**src/rtl/cdc_hs_pkg.sv**
```systemverilog
// Shared definitions for the four-phase req/ack bus synchronizer (source and destination halves).
package cdc_hs_pkg;

    typedef enum logic [1:0] {
        IDLE  = 2'd0,
        SETUP = 2'd1,
        REQ   = 2'd2,
        DROP  = 2'd3
    } hs_state_t;

    localparam int unsigned SYNC_STAGES = 2;

    // Ceiling log2; returns 0 for inputs of 0 or 1.
    function automatic int unsigned clog2(input int unsigned value);
        int unsigned result;
        result = 0;
        while ((64'(1) << result) < 64'(value)) begin
            result = result + 1;
        end
        return result;
    endfunction

endpackage

```
**src/rtl/synch_ff.sv**
```systemverilog
// Multi-stage flip-flop synchronizer for asynchronous level signals; no reset by design.
module synch_ff #(
    parameter int unsigned WIDTH  = 1,
    parameter int unsigned STAGES = 2
) (
    input  logic             i_clk,
    input  logic [WIDTH-1:0] i_d,
    output logic [WIDTH-1:0] o_q
);

    logic [WIDTH-1:0] sync_q [STAGES];

    always_ff @(posedge i_clk) begin
        sync_q[0] <= i_d;
        for (int i = 1; i < int'(STAGES); i++) begin
            sync_q[i] <= sync_q[i-1];
        end
    end

    assign o_q = sync_q[STAGES-1];

endmodule

```
**src/rtl/cdc_handshake_tx.sv**
```systemverilog
// Source half of the four-phase req/ack synchronizer: captures a word, raises o_xreq,
// follows the re-timed ack through the full handshake and recovers on a wait timeout.
module cdc_handshake_tx
    import cdc_hs_pkg::*;
#(
    parameter int unsigned WIDTH   = 8,
    parameter int unsigned TIMEOUT = 1024
) (
    input  logic             i_clk,
    input  logic             i_rst,
    input  logic             i_valid,
    output logic             o_ready,
    input  logic [WIDTH-1:0] i_data,
    output logic [WIDTH-1:0] o_xdata,
    output logic             o_xreq,
    input  logic             i_xack,
    output logic             o_done,
    output logic             o_timeout,
    output logic             o_busy
);

    localparam int unsigned CNT_RAW = clog2(TIMEOUT + 1);
    localparam int unsigned CNT_W   = (CNT_RAW == 0) ? 1 : CNT_RAW;
    localparam logic [CNT_W-1:0] CNT_LAST = CNT_W'((TIMEOUT == 0) ? 0 : TIMEOUT - 1);

    hs_state_t        state;
    logic             ack_s;
    logic [CNT_W-1:0] tmo_cnt;
    logic             abort_q;
    logic             tmo_hit_c;

    synch_ff #(
        .WIDTH  (1),
        .STAGES (SYNC_STAGES)
    ) u_ack_sync (
        .i_clk (i_clk),
        .i_d   (i_xack),
        .o_q   (ack_s)
    );

    // A stale acknowledge from a previous word must clear before a new one is taken.
    assign o_ready   = (state == IDLE) && !ack_s;
    assign tmo_hit_c = (TIMEOUT != 0) && (tmo_cnt == CNT_LAST);

    always_ff @(posedge i_clk) begin
        if (i_rst) begin
            state     <= IDLE;
            o_xreq    <= 1'b0;
            o_xdata   <= '0;
            o_done    <= 1'b0;
            o_timeout <= 1'b0;
            o_busy    <= 1'b0;
            tmo_cnt   <= '0;
            abort_q   <= 1'b0;
        end else begin
            o_done    <= 1'b0;
            o_timeout <= 1'b0;
            case (state)
                IDLE: begin
                    if (i_valid && o_ready) begin
                        o_xdata <= i_data;
                        abort_q <= 1'b0;
                        o_busy  <= 1'b1;
                        state   <= SETUP;
                    end
                end
                SETUP: begin
                    o_xreq  <= 1'b1;
                    tmo_cnt <= '0;
                    state   <= REQ;
                end
                REQ: begin
                    if (ack_s) begin
                        o_xreq  <= 1'b0;
                        tmo_cnt <= '0;
                        state   <= DROP;
                    end else if (tmo_hit_c) begin
                        o_xreq    <= 1'b0;
                        o_timeout <= 1'b1;
                        abort_q   <= 1'b1;
                        tmo_cnt   <= '0;
                        state     <= DROP;
                    end else begin
                        tmo_cnt <= tmo_cnt + CNT_W'(1);
                    end
                end
                DROP: begin
                    // Exit on ack release wins over a coincident timeout.
                    if (!ack_s) begin
                        o_done <= !abort_q;
                        o_busy <= 1'b0;
                        state  <= IDLE;
                    end else if (tmo_hit_c) begin
                        o_timeout <= 1'b1;
                        o_busy    <= 1'b0;
                        state     <= IDLE;
                    end else begin
                        tmo_cnt <= tmo_cnt + CNT_W'(1);
                    end
                end
                default: begin
                    o_xreq <= 1'b0;
                    o_busy <= 1'b0;
                    state  <= IDLE;
                end
            endcase
        end
    end

endmodule

```
**config.mk**
```make
export PLATFORM = sky130hd
export DESIGN_NAME = cdc_handshake_tx
export DESIGN_NICKNAME = d
export VERILOG_FILES = /design/src/rtl/cdc_hs_pkg.sv /design/src/rtl/synch_ff.sv /design/src/rtl/cdc_handshake_tx.sv
export SDC_FILE = /design/constraint.sdc
export NUM_CORES = 1
export LEC_CHECK = 0
export ABC_CLOCK_PERIOD_IN_PS = 3950
export CORE_UTILIZATION = 47
export DETAILED_ROUTE_END_ITERATION = 16
export PLACE_DENSITY_LB_ADDON = 0.05
export SYNTH_ARGS = -nofsm -noshare
export SYNTH_HDL_FRONTEND = slang
export SYNTH_HIERARCHICAL = 1
export SYNTH_SLANG_ARGS = --single-unit
```
**constraint.sdc**
```tcl
create_clock -name i_clk -period 3.95 [get_ports i_clk]
set_clock_uncertainty 0.2 [all_clocks]
set_input_delay 0.9875 -clock i_clk [delete_from_list [all_inputs] [get_ports i_clk]]
set_output_delay 0.9875 -clock i_clk [all_outputs]
set_load 0.02 [all_outputs]
```
# After elaboration in Yosys (flattened, before gate mapping)
# Memories as Yosys holds them, arrays and structs flattened.
# Cells that the tools add are included.
# W data, S select, Z words.
[op_classes]
addsub = 1
eq_ne = 11
n_mux = 25
bitwise = 1
n_reduce_logical = 16
[op_table]
columns = ["cell", "n"]
rows = [
  ["$mux W11", 4],
  ["$pmux W11 S3", 1],
  ["$add A11 B1 Y11 const B", 1],
  ["$eq A11 B10 Y1 const B", 1],
  ["$mux W1", 10],
  ["$mux W2", 5],
  ["$reduce_and A3 Y1", 3],
  ["$ne A2 B2 Y1 const B", 4],
  ["$pmux W1 S2", 4],
  ["$pmux W2 S4", 1],
  ["$ne A3 B3 Y1 const B", 2],
  ["$reduce_bool A2 Y1", 3],
  ["$eq A2 B2 Y1 const B", 2],
  ["$reduce_and A2 Y1", 2],
  ["$reduce_and A4 Y1", 1],
  ["$reduce_bool A3 Y1", 1],
  ["$reduce_or A3 Y1", 1],
  ["$eq A2 B1 Y1 const B", 1],
  ["$logic_and A1 B1 Y1", 2],
  ["$logic_not A1 Y1", 2],
  ["$logic_not A2 Y1", 1],
  ["$ne A2 B1 Y1 const B", 1],
  ["$not A1 Y1", 1],
]
[word_totals]
ff_bits = 26
mem_bits_rw = 2
input_bits = 12
out_inout_bits = 13
word_cells = 63
mem_count = 1
[mem_list]
columns = ["name", "depth", "word_bits", "read_ports", "rd_clocked_by_memory_dff", "write_ports", "line", "text"]
rows = [
  ["u_ack_sync.sync_q", 2, 1, 2, 0, 2, "synch_ff.sv:11", "logic [WIDTH-1:0] sync_q [STAGES];"],
]

# Longest topological paths before layout
# Gate-level depths: netlist (run 1).
[depth]
depth_word = 5
ltp_mapped = 8
mapped_depth_nobuf = 6

# By module
# Netlist (run 1), hierarchy kept.
[by_module_without_submodules]
columns = ["mod", "n_inst", "cells_per_inst", "area_each_um2", "seq_area_each_um2"]
rows = [
  ["cdc_handshake_tx", 1, 142, 1280.0, 520.5],
  ["synch_ff", 1, 2, 40.0, 40.0],
]

# Worst setup path before layout (run 1)
# Ideal clock, no wire load.
[synth_path]
kind = "flip-flop to output port"
from = "register state[0]"
to = "output o_ready"
t_arrival_ns = 1.246
t_required_ns = 2.763
setup_slack_ns = 1.516
path_stages_with_launch = 5
n_path_buf = 1
cell_sequence = "dfxtp_1 > inv_1 > ha_1 > clkbuf_1 > nor2b_1"
[synth_via]
elab_chain_cells = 2
[synth_lines]
columns = ["item", "line", "text"]
rows = [
  ["from (decl)", "cdc_handshake_tx.sv:26", "hs_state_t state;"],
  ["from (signal assigned)", "cdc_handshake_tx.sv:47", "state <= IDLE;"],
  ["from (signal assigned)", "cdc_handshake_tx.sv:64", "state <= SETUP;"],
  ["from (signal assigned)", "cdc_handshake_tx.sv:70", "state <= REQ;"],
  ["$logic_not A2 Y1", "cdc_handshake_tx.sv:42", "assign o_ready = (state == IDLE) && !ack_s;"],
  ["$logic_and A1 B1 Y1", "cdc_handshake_tx.sv:42", ""],
  ["to (decl)", "cdc_handshake_tx.sv:12", "output logic o_ready,"],
]
# No other way between the ends.

# Worst setup path in the final report (run 1)
# Ends and elaborated chain as after synthesis.

==> flow_summary.toml, run 1 <==
[grt]
antenna_found_initial = 0
first_global_vias = 969
grt_remaining_overflow = 0
grt_pass1_wl_um = 4130
grt.total_usage_pct = 19.0
grt_start_max_net_pins = 18

[yosys]
synthAdderAreaFrac_pct = 5.69
ys_async_sr_fraction_pct = 0
synth_edf_count = 0
synth_xor_area_share_pct = 0
synthMuxAreaShare_pct = 6.07
yosys-top-cells-count = "dfxtp_1, a21oi_1, nor2_1, mux2i_1, o31ai_1"
synth_area_leaders = "dfxtp_1, mux2i_1, ha_1, a21oi_1, o31ai_1"
synth_top_family_by_area = "simple AND/OR/NAND/NOR gates"
ys_seq_area_share_pct = 42.5
yosysUniqueCellTypes = 39
dominantRegCellSynth = "dfxtp_1"
synth_fp_nets = 162
synth_top_cell_by_area = "dfxtp_1"
synth_compound_area_share_pct = 19.5
syn_inst = 144
syn_avg_cell_area_um2 = 9.17
yosysMostFrequentCell = "dfxtp_1"
ys_warn_count = 6
synthesis.area_um2 = 1320
synthSimpleGateAreaFrac_pct = 22.4
synth.top_cell.area_share_pct = 42.5
ys_ff_latch = 28

[worst_setup_path]
critical_path.top_delay_family = "buffers and inverters"
cp-start-kind = "flop"
critical_path_arrival_ns = 2.00
required_ns = 2.76
timing.reg2reg.setup_slack_ns = 1.54
worstSetupPathType = "reg2out"
crit_chain = "inv_1 -> ha_1 -> nor2b_1 -> clkdlybuf4s50_1"
rr_startpoint = "state[0]$_SDFFE_PP0P_"
cp_max_fo = 12
cp_slowest_cell = "clkdlybuf4s50_1"
critPathCaptureType = "output port"
critPathLaunch = "state[0]$_SDFFE_PP0P_"
crit_buf_inv = 2
cpPeakStageDelay_ns = 0.60

[placed_design]
portBuffers = 24
dpl.hpwl_um = 1950
place.gp.congestion = 0.760
post_dp_cell_area_um2 = 1570

[hold_path]
min_path_type = "reg2reg"
min-delay-start = "u_ack_sync/sync_q[0][0]$_DFF_P_"

[timing]
relSlewSlack_pct = 55.8
rsz0062_at_grt = "false"
finalSetupTns_ns = 0
worstMarginPinSlew_ns = 0.659
hold_viol = 0
setup_viol = 0
max_freq_mhz = 314
min_period_over_period_pct = 80.7
fin_crit_ns = 3.19
drv_slew = 0

[floorplanning]
num_rows = 18
die_y_um = 55.0
pin_count = 25
die_w_um = 55.0
dieArea_um2 = 3020
start_util_pct = 51.4
core_um2 = 2570

[route]
drtIter0Drc = 31
ant_nets = 0
num_vias = 1137
drc_errors = 0
first_pass_iters = 4
routedWlPerCell_um = 13.7
drt-total-wl_um = 2680
viasPerCell = 5.83

[clock_network]
post-cts-setup-buffer-count = 0
ctsResizeCount = 0
clk_pin_slew_worst_paths_ns = 0.16
cts-buffers-inserted = 3
cts_root_buffer = "clkbuf_4"
cts_buffer_depth = 2
clock_latency_ns = 0.33
holdBufCountCts = 0
cts_sinks = 28
htreeDepth = 1
cts_tree = "yes"

[power_and_ir_drop]
vdd_drop_max_mv = 0.392
power_leakage_nw = 0.615
power_density_nw_per_um2 = 498

[layout]
nets = 184
final_cell_area_um2 = 1630
n_fill_cell = 240
syn2layout_area_growth_pct = 23.1
layout-drive-gt1-share_pct = 7.27
diodes = 0

[flow_run]
maxCapViolCount = 0

[status]
status = "finished, final reports clean"
[cells by family after synthesis]
| logic type | after synthesis |
|---|---|
| AOI/OAI and AO/OA | 39 |
| DFF | 28 |
| and+or+nand+nor | 50 |
| adders and majority gates | 6 |
| buffers and inverters | 13 |
| muxes | 8 |
[power by group]
group	internal (mW)	switching, mW	total (mW)
clock	0.103	0.0871	0.190
sequential	0.311	0.0205	0.332
combinational	0.123	0.164	0.287
total	0.537	0.272	0.809
[worst paths after layout]
path,to,depth (start not counted)
min,u_ack_sync/sync_q[0][1]$_DFF_P_,0
max,o_ready,4
max reg2reg,tmo_cnt[9]$_SDFFE_PP0P_,6
min reg2reg,u_ack_sync/sync_q[0][1]$_DFF_P_,0
[flip-flops by register name, summed over array words and instances (netlist names)]
signal	count
tmo_cnt	11
o_xdata	8
state	2
u_ack_sync/sync_q	2
abort_q	1
o_busy	1
o_done	1
o_timeout	1
o_xreq	1
[per-stage QoR]
| step | worst slack [ns] | cells | power (mW) | utilization (%) | hold slack, ns |
|---|---|---|---|---|---|
| 3_5_place_dp | 1.14 | 191 | 0.623 | 61.3 | 0.119 |
| 4_1_cts | 0.744 | 195 | 0.815 | 63.3 | 0.161 |
| 3_3_place_gp | 1.17 | 191 | 0.615 | 61.3 | 0.111 |
| 6_report | 0.763 | 195 | 0.809 | 63.3 | 0.162 |
| 5_1_grt | 0.651 | 195 | 0.851 | 63.3 | 0.168 |
| 2_1_floorplan | 1.52 | 144 | 0.535 | - | 0.110 |
[layout by cell type, fill, tap and decap left out, drive strengths merged, types with 2 or more instances in the layout]
master | netlist | layout
o2111ai | 2 | 2
inv | 5 | 5
o31ai | 8 | 8
clkdlybuf4s50 | 0 | 24
clkbuf | 6 | 3
or4 | 6 | 6
o21ai | 5 | 5
ha | 6 | 6
nor2 | 13 | 13
and4 | 2 | 2
mux2i | 8 | 8
o211ai | 2 | 2
nand2 | 6 | 6
o221ai | 2 | 2
nor3 | 2 | 2
and3 | 2 | 2
nand3b | 3 | 3
a21oi | 15 | 15
nand2b | 2 | 2
nand3 | 5 | 5
dfxtp | 28 | 28
nor2b | 2 | 2
[area by class of cell]
class / instances / area, um2 / area share, %
Multi-Input combinational cell: 103 / 708 / 43.6
Sequential cell: 28 / 561 / 34.5
Timing Repair Buffer: 25 / 248 / 15.2
Tap cell: 30 / 37.5 / 2.31
Clock inverter: 1 / 30.0 / 1.85
Clock buffer: 3 / 22.5 / 1.39
Inverter: 5 / 18.8 / 1.15
[per-layer routing]
metal,share of wire [%],track usage [%],vias up
li1,-,-,569
met1,49,25.0,533
met2,46,30.1,29
met3,3.2,3.01,6
met4,1.6,8.75,0
met5,0,0,-
Power figures use the tool's default switching activity.
==> run 2, diff against run 1 <==
--- a/config.mk
+++ b/config.mk
@@ -5,7 +5,7 @@
 export SDC_FILE = /design/constraint.sdc
 export NUM_CORES = 1
 export LEC_CHECK = 0
-export ABC_CLOCK_PERIOD_IN_PS = 3950
+export ABC_CLOCK_PERIOD_IN_PS = 3270
 export CORE_UTILIZATION = 47
 export DETAILED_ROUTE_END_ITERATION = 16
 export PLACE_DENSITY_LB_ADDON = 0.05
==> constraint.sdc (replaced) <==
create_clock -name i_clk -period 3.27 [get_ports i_clk]
set_clock_uncertainty 0.2 [all_clocks]
set_input_delay 0.8175 -clock i_clk [delete_from_list [all_inputs] [get_ports i_clk]]
set_output_delay 0.8175 -clock i_clk [all_outputs]
set_load 0.02 [all_outputs]
==> run 2 against run 1 <==
Clock power is 19% higher. Combinational power increased by 21%. Total power grew 21%. Die area did not move. Critical path type unchanged. Highest routed layer unchanged.
==> flow_summary.toml, run 2 (synthesis gave the netlist of run 1 again) <==
[status]
status = "finished, final reports clean"

[clock_network]
ctsResizeCount = 0
clock_latency_ns = 0.32
holdBufCountCts = 0
cts_tree = "yes"
post-cts-setup-buffer-count = 0
cts_root_buffer = "clkbuf_4"
cts_sinks = 28
cts_buffer_depth = 2
clk_pin_slew_worst_paths_ns = 0.16
cts-buffers-inserted = 3
htreeDepth = 1

[floorplanning]
pin_count = 25
num_rows = 18
dieArea_um2 = 3020
start_util_pct = 51.4
die_y_um = 55.0
core_um2 = 2570
die_w_um = 55.0

[worst_setup_path]
critPathCaptureType = "output port"
reg2reg_depth = 6
critical_path_arrival_ns = 1.99
timing.reg2reg.setup_slack_ns = 0.86
crit_chain = "inv_1 -> ha_1 -> nor2b_1 -> clkdlybuf4s50_1"
worstSetupPathType = "reg2out"
required_ns = 2.25
timing.rr.end = "tmo_cnt[9]$_SDFFE_PP0P_"
cp_max_fo = 12
cp_slowest_cell = "clkdlybuf4s50_1"
cpPeakStageDelay_ns = 0.61
cp-start-kind = "flop"
rr_startpoint = "state[0]$_SDFFE_PP0P_"

[layout]
top_register = "tmo_cnt"
diodes = 0
layout-drive-gt1-share_pct = 7.27
most-common-layout-cells = "dfxtp_1, clkdlybuf4s50_1, a21oi_1"
nets = 184
utilization_pct = 63.3
top_regs = "tmo_cnt (11), o_xdata (8)"
final_common_cell = "dfxtp_1"
syn2layout_area_growth_pct = 23.1
instances_no_fill = 195
n_fill_cell = 219
largest_reg_flops = 11

[power_and_ir_drop]
vdd_drop_max_mv = 0.410
power_density_nw_per_um2 = 600
power_leakage_nw = 0.615

[hold_path]
min_path_type = "reg2reg"
min-delay-start = "u_ack_sync/sync_q[0][0]$_DFF_P_"
whs_endpoint = "u_ack_sync/sync_q[0][1]$_DFF_P_"
hold_path_depth = 0

[timing]
finalSetupTns_ns = 0
drv_slew = 0
fin_crit_ns = 3.01
postLayoutSetupSlackWorst_ns = 0.262
min_period_over_period_pct = 92.0
setup_viol = 0
hold_viol = 0
max_freq_mhz = 332
worstMarginPinSlew_ns = 0.633
hold_slack_ns = 0.158
rsz0062_at_grt = "false"
relSlewSlack_pct = 57.5

[placed_design]
portBuffers = 24
post-place-ws_ns = 0.633
placed_cells = 191
place.gp.congestion = 0.793
dpl.hpwl_um = 1980

[route]
drc_errors = 0
routedWlPerCell_um = 13.8
num_vias = 1147
first_pass_iters = 5
viasPerCell = 5.88
drt-total-wl_um = 2690
drtIter0Drc = 28
ant_nets = 0

[grt]
grt_pass1_wl_um = 4310
busiest_layer = "met2"
grtUsageMet3_pct = 3.01
grt.total_usage_pct = 19.7
grt_use_met2_pct = 33.5
antenna_found_initial = 0
use_met1_pct = 25.9
grt_start_max_net_pins = 17
grt_remaining_overflow = 0
first_global_vias = 1008

[flow_run]
maxCapViolCount = 0
## run 2: layout make-up
| type | count | area (um2) | area share (%) |
|---|---|---|---|
| multi-input cells | 103 | 708 | 43.6 |
| repair buffers | 25 | 248 | 15.2 |
| flip-flops and latches | 28 | 561 | 34.5 |
| inverters | 5 | 18.8 | 1.15 |
| clock inverters | 1 | 30.0 | 1.85 |
| clock buffers | 3 | 22.5 | 1.39 |
| well taps | 30 | 37.5 | 2.31 |
## run 2: report_power, final
group	internal [mW]	total [mW]	switching, mW	leakage, nW
Combinational	0.149	0.348	0.199	0.359
Clock	0.124	0.227	0.103	0.0279
Sequential	0.376	0.401	0.0247	0.228
## run 2: how the worst max path moves through the flow
stage | slack, ns | endpoint | from
after global placement | 0.67 | o_ready | state[0]$_SDFFE_PP0P_
after floorplan | 1.01 | o_ready | state[0]$_SDFFE_PP0P_
after detailed placement | 0.63 | o_ready | state[0]$_SDFFE_PP0P_
final | 0.26 | o_ready | state[1]$_SDFFE_PP0P_
after CTS | 0.25 | o_ready | state[0]$_SDFFE_PP0P_
after global routing | 0.10 | o_ready | state[1]$_SDFFE_PP0P_
## run 2: critical path: cells and delay by family, from the launching register on
family | cells | cell delay [ns]
adders and majority gates | 1 | 0.41
buffers and inverters | 2 | 0.73
DFF | 1 | 0.36
and+or+nand+nor | 1 | 0.18
## run 2: per-stage QoR
step / power (mW) / area, um2
floorplan: 0.646 / 1320
global placement: 0.743 / 1570
detailed placement: 0.755 / 1570
CTS: 0.982 / 1630
global route: 1.04 / 1630
finish: 0.975 / 1630
## run 2: routing by layer
metal,share of wire [%],up-vias
li1,-,578
met1,47,534
met2,49,33
met3,3.9,2
met4,0.37,0
met5,0,-
